$ cat src/rtl/cu_pkg.sv
// Shared types and encodings for the multicycle control unit.
// Contents: FSM state encoding, RV32I opcode constants, ALUSel/ImmSel/WBSel codes,
//           and a helper that maps funct3/funct7 onto an ALUSel code.
// No logic beyond the combinational helper function.
package cu_pkg;

   // FSM states
   typedef enum logic [2:0] {
      ST_IDLE   = 3'd0,
      ST_FETCH  = 3'd1,
      ST_DECODE = 3'd2,
      ST_EXEC   = 3'd3,
      ST_MEM    = 3'd4,
      ST_WB     = 3'd5,
      ST_TRAP   = 3'd6
   } state_e;

   // RV32I opcodes handled by the decoder
   localparam logic [6:0] OP_R      = 7'b0110011;
   localparam logic [6:0] OP_I      = 7'b0010011;
   localparam logic [6:0] OP_LOAD   = 7'b0000011;
   localparam logic [6:0] OP_STORE  = 7'b0100011;
   localparam logic [6:0] OP_BRANCH = 7'b1100011;
   localparam logic [6:0] OP_JAL    = 7'b1101111;
   localparam logic [6:0] OP_JALR   = 7'b1100111;
   localparam logic [6:0] OP_LUI    = 7'b0110111;
   localparam logic [6:0] OP_AUIPC  = 7'b0010111;

   // ALUSel codes (4-bit core code, zero-extended to ALUSEL_W at the top)
   localparam logic [3:0] ALU_AND  = 4'd0;
   localparam logic [3:0] ALU_XOR  = 4'd1;
   localparam logic [3:0] ALU_SUB  = 4'd2;
   localparam logic [3:0] ALU_ADD  = 4'd3;
   localparam logic [3:0] ALU_SLL  = 4'd4;
   localparam logic [3:0] ALU_SRA  = 4'd5;
   localparam logic [3:0] ALU_OR   = 4'd6;
   localparam logic [3:0] ALU_SRL  = 4'd7;
   localparam logic [3:0] ALU_SLT  = 4'd8;
   localparam logic [3:0] ALU_SLTU = 4'd9;

   // ImmSel codes
   localparam logic [2:0] IMM_I = 3'b000;
   localparam logic [2:0] IMM_J = 3'b001;
   localparam logic [2:0] IMM_B = 3'b010;
   localparam logic [2:0] IMM_S = 3'b011;
   localparam logic [2:0] IMM_U = 3'b100;

   // WBSel codes
   localparam logic [1:0] WB_MEM = 2'b00;
   localparam logic [1:0] WB_ALU = 2'b01;
   localparam logic [1:0] WB_PC4 = 2'b10;
   localparam logic [1:0] WB_IMM = 2'b11;

   // funct3/funct7 -> ALUSel. sub_ok distinguishes R-type (funct7 picks add/sub)
   // from I-type (addi has no subtract form; funct7 only matters for shifts).
   function automatic logic [3:0] alu_from_funct(input logic [2:0] f3,
                                                 input logic       f7,
                                                 input logic       sub_ok);
      logic [3:0] code;
      case (f3)
         3'b000:  code = (f7 && sub_ok) ? ALU_SUB : ALU_ADD;
         3'b001:  code = ALU_SLL;
         3'b010:  code = ALU_SLT;
         3'b011:  code = ALU_SLTU;
         3'b100:  code = ALU_XOR;
         3'b101:  code = f7 ? ALU_SRA : ALU_SRL;
         3'b110:  code = ALU_OR;
         default: code = ALU_AND;
      endcase
      return code;
   endfunction

endpackage

$ cat src/rtl/cu_decoder.sv
// Purely combinational opcode/funct decoder for the multicycle control unit.
// Latency: zero (combinational). Backpressure: none; outputs follow inputs directly.
// Ports: opcode/funct3/funct7 + BrEq/BrLt in; datapath selects, class flags
//        (branch/load/store), jump-or-taken flag and a legal-opcode flag out.
module cu_decoder
   import cu_pkg::*;
(
   input  logic [6:0] opcode_i,
   input  logic [2:0] funct3_i,
   input  logic       funct7_i,
   input  logic       br_eq_i,
   input  logic       br_lt_i,
   output logic [2:0] imm_sel_o,
   output logic       asel_o,
   output logic       bsel_o,
   output logic [3:0] alu_sel_o,
   output logic       br_un_o,
   output logic [1:0] wb_sel_o,
   output logic [1:0] store_sel_o,
   output logic [2:0] load_sel_o,
   output logic       pc_sel_o,     // redirect to ALU result when this insn retires
   output logic       is_branch_o,
   output logic       is_load_o,
   output logic       is_store_o,
   output logic       legal_o
);

   logic taken;

   // Branch condition; BrLt already reflects signedness chosen through BrUn.
   always_comb begin
      taken = 1'b0;
      case (funct3_i)
         3'b000:  taken =  br_eq_i;   // beq
         3'b001:  taken = !br_eq_i;   // bne
         3'b100:  taken =  br_lt_i;   // blt
         3'b101:  taken = !br_lt_i;   // bge
         3'b110:  taken =  br_lt_i;   // bltu
         3'b111:  taken = !br_lt_i;   // bgeu
         default: taken = 1'b0;
      endcase
   end

   // Unknown opcodes leave every select at 0 so they behave as a NOP.
   always_comb begin
      imm_sel_o   = IMM_I;
      asel_o      = 1'b0;
      bsel_o      = 1'b0;
      alu_sel_o   = ALU_AND;
      br_un_o     = 1'b0;
      wb_sel_o    = WB_MEM;
      store_sel_o = 2'b00;
      load_sel_o  = 3'b000;
      pc_sel_o    = 1'b0;
      is_branch_o = 1'b0;
      is_load_o   = 1'b0;
      is_store_o  = 1'b0;
      legal_o     = 1'b1;
      case (opcode_i)
         OP_R: begin
            alu_sel_o = alu_from_funct(funct3_i, funct7_i, 1'b1);
            wb_sel_o  = WB_ALU;
         end
         OP_I: begin
            alu_sel_o = alu_from_funct(funct3_i, funct7_i, 1'b0);
            imm_sel_o = IMM_I;
            bsel_o    = 1'b1;
            wb_sel_o  = WB_ALU;
         end
         OP_LOAD: begin
            imm_sel_o  = IMM_I;
            bsel_o     = 1'b1;
            alu_sel_o  = ALU_ADD;
            wb_sel_o   = WB_MEM;
            load_sel_o = funct3_i;
            is_load_o  = 1'b1;
         end
         OP_STORE: begin
            imm_sel_o   = IMM_S;
            bsel_o      = 1'b1;
            alu_sel_o   = ALU_ADD;
            store_sel_o = funct3_i[1:0];
            is_store_o  = 1'b1;
         end
         OP_BRANCH: begin
            imm_sel_o   = IMM_B;
            asel_o      = 1'b1;
            bsel_o      = 1'b1;
            alu_sel_o   = ALU_ADD;
            br_un_o     = funct3_i[2] & funct3_i[1];
            pc_sel_o    = taken;
            is_branch_o = 1'b1;
         end
         OP_JAL: begin
            imm_sel_o = IMM_J;
            asel_o    = 1'b1;
            bsel_o    = 1'b1;
            alu_sel_o = ALU_ADD;
            wb_sel_o  = WB_PC4;
            pc_sel_o  = 1'b1;
         end
         OP_JALR: begin
            imm_sel_o = IMM_I;
            bsel_o    = 1'b1;
            alu_sel_o = ALU_ADD;
            wb_sel_o  = WB_PC4;
            pc_sel_o  = 1'b1;
         end
         OP_LUI: begin
            imm_sel_o = IMM_U;
            wb_sel_o  = WB_IMM;
         end
         OP_AUIPC: begin
            imm_sel_o = IMM_U;
            asel_o    = 1'b1;
            bsel_o    = 1'b1;
            alu_sel_o = ALU_ADD;
            wb_sel_o  = WB_ALU;
         end
         default: legal_o = 1'b0;
      endcase
   end

endmodule

$ cat src/rtl/multicycle_control_unit.sv
// Multicycle RV32I control FSM: FETCH/DECODE/EXEC/MEM/WB over a shared memory port.
// Latency (no wait): branch 3, ALU/lui/auipc/jal/jalr 4, store 4, load 5 cycles; +1 per wait.
// Backpressure: mem_req held until mem_ready; watchdog aborts after WAIT_MAX wait cycles.
// Ports: clk/rst (sync, active-high); IR fields + BrEq/BrLt; mem_req/mem_ready handshake;
//        datapath controls; insn_done retire pulse, mem_err abort pulse, illegal_insn flag.
// Build option: define ILLEGAL_TRAP_EN to trap unknown opcodes; otherwise they retire as NOPs.
module multicycle_control_unit
   import cu_pkg::*;
#(
   parameter int ALUSEL_W = 4,
   parameter int WAIT_MAX = 15
)
(
   input  logic                clk,
   input  logic                rst,
   input  logic [6:0]          opcode,
   input  logic [2:0]          funct3,
   input  logic                funct7,
   input  logic                BrEq,
   input  logic                BrLt,
   input  logic                mem_ready,
   output logic                mem_req,
   output logic                IRWrite,
   output logic                PCWrite,
   output logic                PCSel,
   output logic [2:0]          ImmSel,
   output logic                RegWEn,
   output logic                Asel,
   output logic                Bsel,
   output logic [ALUSEL_W-1:0] ALUSel,
   output logic                BrUn,
   output logic                MemW,
   output logic [1:0]          WBSel,
   output logic [1:0]          Store_Select,
   output logic [2:0]          Load_Select,
   output logic                insn_done,
   output logic                mem_err,
   output logic                illegal_insn
);

   localparam logic [7:0] WAIT_TOP  = 8'(WAIT_MAX);
   localparam logic [7:0] WAIT_LAST = 8'(WAIT_MAX - 1);

   state_e     state_q, state_d;
   logic [7:0] wait_cnt_q, wait_cnt_d;

   logic [2:0] dec_imm_sel;
   logic       dec_asel, dec_bsel, dec_br_un, dec_pc_sel;
   logic [3:0] dec_alu_sel;
   logic [1:0] dec_wb_sel, dec_store_sel;
   logic [2:0] dec_load_sel;
   logic       dec_is_branch, dec_is_load, dec_is_store, dec_legal;

   logic mem_phase, mem_done, wd_abort, exec_retire, retire, dec_act;

   cu_decoder u_dec (
      .opcode_i    (opcode),
      .funct3_i    (funct3),
      .funct7_i    (funct7),
      .br_eq_i     (BrEq),
      .br_lt_i     (BrLt),
      .imm_sel_o   (dec_imm_sel),
      .asel_o      (dec_asel),
      .bsel_o      (dec_bsel),
      .alu_sel_o   (dec_alu_sel),
      .br_un_o     (dec_br_un),
      .wb_sel_o    (dec_wb_sel),
      .store_sel_o (dec_store_sel),
      .load_sel_o  (dec_load_sel),
      .pc_sel_o    (dec_pc_sel),
      .is_branch_o (dec_is_branch),
      .is_load_o   (dec_is_load),
      .is_store_o  (dec_is_store),
      .legal_o     (dec_legal)
   );

   // Memory port is owned in FETCH and MEM only; mem_ready elsewhere is ignored.
   assign mem_phase = (state_q == ST_FETCH) || (state_q == ST_MEM);
   assign mem_done  = mem_phase && mem_ready;
   // Abort on the WAIT_MAX-th consecutive wait cycle, i.e. the edge where the count would reach WAIT_MAX.
   assign wd_abort  = mem_phase && !mem_ready && (wait_cnt_q >= WAIT_LAST);

   // Branches and (non-trapping) unknown opcodes have nothing left to do after EXEC.
   assign exec_retire = (state_q == ST_EXEC) && (dec_is_branch || !dec_legal);
   assign retire      = exec_retire
                      || ((state_q == ST_MEM) && dec_is_store && mem_ready)
                      || (state_q == ST_WB);

   assign dec_act = (state_q == ST_DECODE) || (state_q == ST_EXEC)
                 || (state_q == ST_MEM)    || (state_q == ST_WB);

   // ---------------- state register ----------------
   always_ff @(posedge clk) begin
      if (rst) begin
         state_q    <= ST_IDLE;
         wait_cnt_q <= 8'd0;
      end else begin
         state_q    <= state_d;
         wait_cnt_q <= wait_cnt_d;
      end
   end

   // Watchdog counter: counts stalled request cycles, clears on completion/abort/idle port.
   always_comb begin
      wait_cnt_d = wait_cnt_q;
      if (!mem_phase || mem_ready || wd_abort) begin
         wait_cnt_d = 8'd0;
      end else if (wait_cnt_q != WAIT_TOP) begin
         wait_cnt_d = wait_cnt_q + 8'd1;
      end
   end

   // ---------------- next-state logic ----------------
   always_comb begin
      state_d = state_q;
      case (state_q)
         ST_IDLE:  state_d = ST_FETCH;
         ST_FETCH: begin
            if (mem_done)      state_d = ST_DECODE;
            else if (wd_abort) state_d = ST_FETCH;
         end
         ST_DECODE: begin
`ifdef ILLEGAL_TRAP_EN
            state_d = dec_legal ? ST_EXEC : ST_TRAP;
`else
            state_d = ST_EXEC;
`endif
         end
         ST_EXEC: begin
            if (exec_retire)                      state_d = ST_FETCH;
            else if (dec_is_load || dec_is_store) state_d = ST_MEM;
            else                                  state_d = ST_WB;
         end
         ST_MEM: begin
            if (mem_done)      state_d = dec_is_load ? ST_WB : ST_FETCH;
            else if (wd_abort) state_d = ST_FETCH;  // store/load restarts from its fetch
         end
         ST_WB:   state_d = ST_FETCH;
`ifdef ILLEGAL_TRAP_EN
         ST_TRAP: state_d = ST_TRAP;                // only rst leaves the trap
`else
         ST_TRAP: state_d = ST_IDLE;                // unreachable in this build
`endif
         default: state_d = ST_IDLE;
      endcase
   end

   // ---------------- output logic ----------------
   // Everything is forced low while rst is high so an aborted instruction never writes.
   always_comb begin
      mem_req      = 1'b0;
      IRWrite      = 1'b0;
      PCWrite      = 1'b0;
      PCSel        = 1'b0;
      ImmSel       = 3'b000;
      RegWEn       = 1'b0;
      Asel         = 1'b0;
      Bsel         = 1'b0;
      ALUSel       = '0;
      BrUn         = 1'b0;
      MemW         = 1'b0;
      WBSel        = 2'b00;
      Store_Select = 2'b00;
      Load_Select  = 3'b000;
      insn_done    = 1'b0;
      mem_err      = 1'b0;
      illegal_insn = 1'b0;
      if (!rst) begin
         mem_req   = mem_phase;
         IRWrite   = (state_q == ST_FETCH) && mem_ready;
         MemW      = (state_q == ST_MEM) && dec_is_store;
         RegWEn    = (state_q == ST_WB);
         PCWrite   = retire;
         insn_done = retire;
         PCSel     = retire && dec_pc_sel;
         mem_err   = wd_abort;
         if (dec_act) begin
            ImmSel       = dec_imm_sel;
            Asel         = dec_asel;
            Bsel         = dec_bsel;
            ALUSel       = ALUSEL_W'(dec_alu_sel);
            BrUn         = dec_br_un;
            WBSel        = dec_wb_sel;
            Store_Select = dec_store_sel;
            Load_Select  = dec_load_sel;
         end
`ifdef ILLEGAL_TRAP_EN
         illegal_insn = (state_q == ST_TRAP);
`endif
      end
   end

endmodule

$ cat config.mk
export PLATFORM = sky130hd
export DESIGN_NAME = multicycle_control_unit
export DESIGN_NICKNAME = d
export VERILOG_FILES = /design/src/rtl/cu_pkg.sv /design/src/rtl/cu_decoder.sv /design/src/rtl/multicycle_control_unit.sv
export SDC_FILE = /design/constraint.sdc
export NUM_CORES = 1
export LEC_CHECK = 0
export ABC_AREA = 1
export ABC_CLOCK_PERIOD_IN_PS = 4000
export CELL_PAD_IN_SITES_DETAIL_PLACEMENT = 0
export CELL_PAD_IN_SITES_GLOBAL_PLACEMENT = 1
export CORE_ASPECT_RATIO = 0.5
export CORE_MARGIN = 2
export CORE_UTILIZATION = 31
export CTS_BUF_LIST = sky130_fd_sc_hd__clkbuf_8
export CTS_CLUSTER_DIAMETER = 80
export DETAILED_ROUTE_END_ITERATION = 10
export PLACE_DENSITY_LB_ADDON = 0.1
export RECOVER_POWER = 50
export SYNTH_ARGS = -nofsm -noshare
export SYNTH_HDL_FRONTEND = slang
export SYNTH_SLANG_ARGS = --single-unit
$ cat constraint.sdc
create_clock -name clk -period 4 [get_ports clk]
set_input_delay 0.4 -clock clk [delete_from_list [all_inputs] [get_ports clk]]
set_output_delay 0.4 -clock clk [all_outputs]
set_load 0.05 [all_outputs]
* Word level (Yosys, flattened, before mapping)
Cells that the tools add are included. W data, S select, Z words.
Storage, ports and cells: flip-flop bits (word level) 11, input port bits 16, logic and storage cells 111
Operators by class: equality and inequality tests 22, reductions and logical operators 36, mux-type cells 48, add/subtract/negate cells 1, $lt $le $gt $ge 1, bitwise logic cells 1
Operators by type and width (count):
- $pmux W4 S7 | 2
- $mux W3 | 10
- $mux W1 | 22
- $eq A7 B6 Y1 const B | 3
- $eq A7 B7 Y1 const B | 3
- $eq A3 B3 Y1 const B | 6
- $pmux W3 S5 | 1
- $eq A7 B5 Y1 const B | 2
- $eq A3 B2 Y1 const B | 4
- $mux W2 | 6
- $pmux W3 S4 | 1
- $pmux W4 S3 | 1
- $reduce_or A2 Y1 | 6
- $logic_or A1 B1 Y1 | 10
- $reduce_or A9 Y1 | 1
- $add A8 B1 Y8 const B | 1
- $ge A8 B4 Y1 const B | 1
- $logic_and A1 B1 Y1 | 8
- $mux W4 | 2
- $ne A8 B4 Y1 const B | 1
- $eq A7 B2 Y1 const B | 1
- $reduce_or A7 Y1 | 1
- $eq A3 B1 Y1 const B | 2
- $logic_not A3 Y1 | 2
- other kinds (7) | 12

* Depth between registers and ports, before layout
word-level depth 10, depth in mapped cells 10, mapped depth without buffers 10

* Cells and area by module
Synthesis repeated with hierarchy kept, for this count alone.
Unflattened totals: cell total of the unflattened synthesis 210, area total of the unflattened synthesis 1133.6 sq um
Modules (own cells, without submodules):
- multicycle_control_unit | instances 1, area an instance 759.5 sq um, cells an instance 126
- cu_decoder | instances 1, area an instance 374.1 sq um, cells an instance 84

* Worst setup path after synthesis
OpenSTA, ideal clock, no wires.
path kind input -> output, from in opcode[0], to out BrUn, data required time 3600 ps, setup slack 1317 ps, stages on the path 6, buffers on the path 0, data arrival time 2283 ps, cells stage by stage nand2_1 > inv_1 > nand2_1 > nor2_1 > inv_1 > nor4_1
Between the ends: cells in the longest elaborated chain, start to end 4
Ends and longest elaborated chain:
- start, declared | line multicycle_control_unit.sv:16 | input logic [6:0] opcode,
- $eq A7 B7 Y1 | line cu_decoder.sv:59 | case (opcode_i)
- $mux W1 | line cu_decoder.sv:59
- $mux W1 | line multicycle_control_unit.sv:177 | if (dec_act) begin
- $mux W1 | line multicycle_control_unit.sv:168 | if (!rst) begin
- end, declared | line multicycle_control_unit.sv:31 | output logic BrUn,
Every way passes these cells.

* Final worst setup path
from in opcode[6], to out Bsel
Between the ends: cells in the longest elaborated chain, start to end 5, elaborated cells on any way between the ends 11, those cells by class eq/ne: 7; mux: 3; reduce/logical: 1
Ends and longest elaborated chain:
- $eq A7 B2 Y1, or another cell as far along | line cu_decoder.sv:59
- $reduce_or A7 Y1 (no source line) (*)
- $mux W1 (*) | line cu_decoder.sv:59
- $mux W1 (*) | line multicycle_control_unit.sv:177
- $mux W1 (*) | line multicycle_control_unit.sv:168
- end, declared | line multicycle_control_unit.sv:29 | output logic Bsel,
Mark *: on every way between the ends. The rest lies on a longest branch, timed or not.

==> impl_metrics.env <==
export IMPL_fin_area_sq_um=1490
export IMPL_wl_per_cell_um=10.1
export IMPL_gp_congestion=0.839
export IMPL_cp_start_kind="input pin"
export IMPL_initial_core_util=0.331
export IMPL_yosysTopAreaCell="dfxtp_1"
export IMPL_dpl_cell_area_sq_um=1460
export IMPL_cp_slowest_cell="clkdlybuf4s50_1"
export IMPL_synth_edf_count=0
export IMPL_syn_avg_cell_area_sq_um=5.83
export IMPL_crit_fanout=5
export IMPL_grt_start_max_net_pins=15
export IMPL_synth_common_cells="36 x nand2_1, 25 x nor2_1, 23 x inv_1, 12 x nand3_1, 12 x nor3_1"
export IMPL_num_io_pins=42
export IMPL_preCtsSetupSlack_ps=1010
export IMPL_slew_violations=0
export IMPL_grt_pass1_vias=1077
export IMPL_yosysMostFrequentCell="nand2_1"
export IMPL_crit_path_end_kind="output port"
export IMPL_vdd_drop_max_uv=221
export IMPL_clockBufferDepth=2
export IMPL_cp_arrival_ps=2670
export IMPL_track_usage=0.146
export IMPL_path_cells="dlygate4sd3_1 -> nand3_2 -> nor2_1 -> nand2_1 -> nand2_1 -> nor2_1 -> nand2_1 -> nand2_1 -> nand2_1 -> clkdlybuf4s50_1"
export IMPL_route_detailed_drc=0
export IMPL_seq_area_sq_um=220
export IMPL_critPathTopFamily="buffers and inverters"
export IMPL_synth_top_area_frac=0.217
export IMPL_dpl_cell_count=254
export IMPL_maxCapViolations=0
export IMPL_h_tree_depth=1
export IMPL_synthArstFlopShare=0
export IMPL_cts_root_buffer="clkbuf_8"
export IMPL_cts_setup_buffers=0
export IMPL_layout_cells_non_filler=258
export IMPL_final_core_util=0.486
export IMPL_drive_above_1_share=0.0872
export IMPL_coreArea_sq_um=3070
export IMPL_holdBufCountCts=0
export IMPL_syn_inst=174
export IMPL_overflow=0
export IMPL_dr_pass1_iters=4
export IMPL_antenna_found_initial=0
export IMPL_fmax_mhz=326
export IMPL_worstRegToRegCells=8
export IMPL_status="completed"
export IMPL_tightest_slew_ps=536
export IMPL_max_slew_margin_rel=0.641
export IMPL_hold_viol=0
export IMPL_clk_latency_ps=240
export IMPL_dp_hpwl_mm=2.21
export IMPL_clkTransAtPathRegs_ps=50
export IMPL_timing_critical_path_from="opcode[6]"
export IMPL_min_delay_start="wait_cnt_q[3]"
export IMPL_rows=14
export IMPL_netlist_top_cells_area="dfxtp_1 22%, nand2_1 13%, nor2_1 9.2%, inv_1 8.5%, nand3_1 5.9%"
export IMPL_grt_pass1_wl_mm=4.44
export IMPL_cp_endpoint="Bsel"
export IMPL_die_area_sq_um=3770
export IMPL_pwr_density_cell_nw_per_um2=194
export IMPL_finalSetupViolCount=0
export IMPL_fp_dieW_um=84.9
export IMPL_cts_sinks=11
export IMPL_layout_min_cycle_time_ps=3070
export IMPL_vias=1162
export IMPL_fin_tns_setup_ps=0
export IMPL_r2r_end="wait_cnt_q[2]"
export IMPL_ys_types=29
export IMPL_crit_top_cell="nand2_1"
export IMPL_synth_flop_cell="dfxtp_1"
export IMPL_multiInputGateArea_sq_um=669
export IMPL_synth_seq_cells=11
export IMPL_path_buf_inv=2
export IMPL_skew_ps=4.60
export IMPL_area_growth_pct=46.9
export IMPL_path_depth=10
export IMPL_min_path_type="reg2reg"
export IMPL_detail_route_vias_per_cell=4.50
export IMPL_post_cts_resized=0
export IMPL_antenna_cells=0
export IMPL_cts_tree="yes"
export IMPL_cp_required_ps=3600
export IMPL_min_period_over_period=0.768
export IMPL_ys_seq_area_frac=0.217
export IMPL_r2r_slack_ps=2350
export IMPL_fillCellCount=304
export IMPL_drtAntennaViolNets=0
export IMPL_critical_path_class="in2out"
export IMPL_rsz0062_at_grt="false"
export IMPL_critPathMaxStageDelay_ps=800
export IMPL_p_leak_uw=0.000684
export IMPL_routed_wl_mm=2.61
export IMPL_cts_made_buffers=3
export IMPL_portBuffers=40
export IMPL_regToRegStartpoint="wait_cnt_q[0]"
export IMPL_synth_area_sq_um=1010
export IMPL_drt_iter0_markers=32
export IMPL_design_final_nets=237
export IMPL_fin_ws_ps=929
export IMPL_ys_warn_count=0
export IMPL_die_h_um=44.5
-- stage by stage --
stage	total power (uW)	hold slack (ps)
after floorplan	160	545
after global routing	308	625
after global placement	189	566
after detailed placement	189	569
after CTS	296	586
final	290	579
-- worst min path at each step --
stage,depth (start not counted),to,slack [ps]
after detailed placement,2,wait_cnt_q[3],570
after global routing,2,wait_cnt_q[3],620
after global placement,2,wait_cnt_q[3],570
after CTS,2,wait_cnt_q[3],590
after floorplan,2,state_q[1],540
final,2,wait_cnt_q[3],580
-- metal layers --
layer  wire, um  global-route usage  up-vias
met2       1150               0.254       28
met1       1290               0.191      491
met3        147              0.0205        3
met5          0                   0        -
li1           -                   -      640
met4         26              0.0476        0
-- placed cells by master, fill, tap and decap left out, types with 2 or more instances in the layout --
master | netlist | layout
o21ai_0 | 7 | 7
xor2_1 | 2 | 2
nand2_1 | 36 | 36
inv_1 | 23 | 24
conb_1 | 1 | 5
ha_1 | 2 | 2
nand4_1 | 3 | 3
a21oi_1 | 8 | 8
clkbuf_8 | 0 | 3
dfxtp_1 | 11 | 11
dlygate4sd3_1 | 0 | 11
o21a_1 | 4 | 4
nor4_1 | 3 | 3
nand3_1 | 12 | 12
nor2_1 | 25 | 25
inv_2 | 4 | 4
clkdlybuf4s50_1 | 0 | 29
nor2_2 | 7 | 7
nor3_1 | 12 | 13
-- cell type report --
cell class | count | share of cell area
Clock buffer | 3 | 0.0277
Clock inverter | 1 | 0.00252
Inverter | 28 | 0.0705
Multi-Input combinational cell | 135 | 0.449
Sequential cell | 11 | 0.148
Tap cell | 40 | 0.0336
Timing Repair Buffer | 40 | 0.269
-- logic make-up after synthesis --
group           after synthesis  synth area share
buf+inv                      32             0.127
xor+xnor                      3            0.0259
simple gates                104             0.486
compound gates               21             0.116
fa+ha+maj                     2            0.0247
other cells                   1           0.00370
flops                        11             0.217
-- sequential cells by signal (all words and copies together), names as in the netlist --
name / count
state_q: 3
wait_cnt_q: 8
-- tightest hold or removal path, delay by kind of cell, from the launching register on --
kind | cells | cell delay (ps)
flip-flops | 1 | 330
XOR/XNOR | 1 | 120
AO/OA/AOI/OAI | 1 | 100
-- power by group --
part / switching (uW) / internal [uW] / leakage [uW]
Clock: 38.1 / 67.0 / 0.0000269
Sequential: 2.54 / 114 / 0.0000906
Combinational: 42.4 / 25.9 / 0.000566
Total: 83.0 / 207 / 0.000684
No activity file was read; power rests on OpenSTA's default activity.
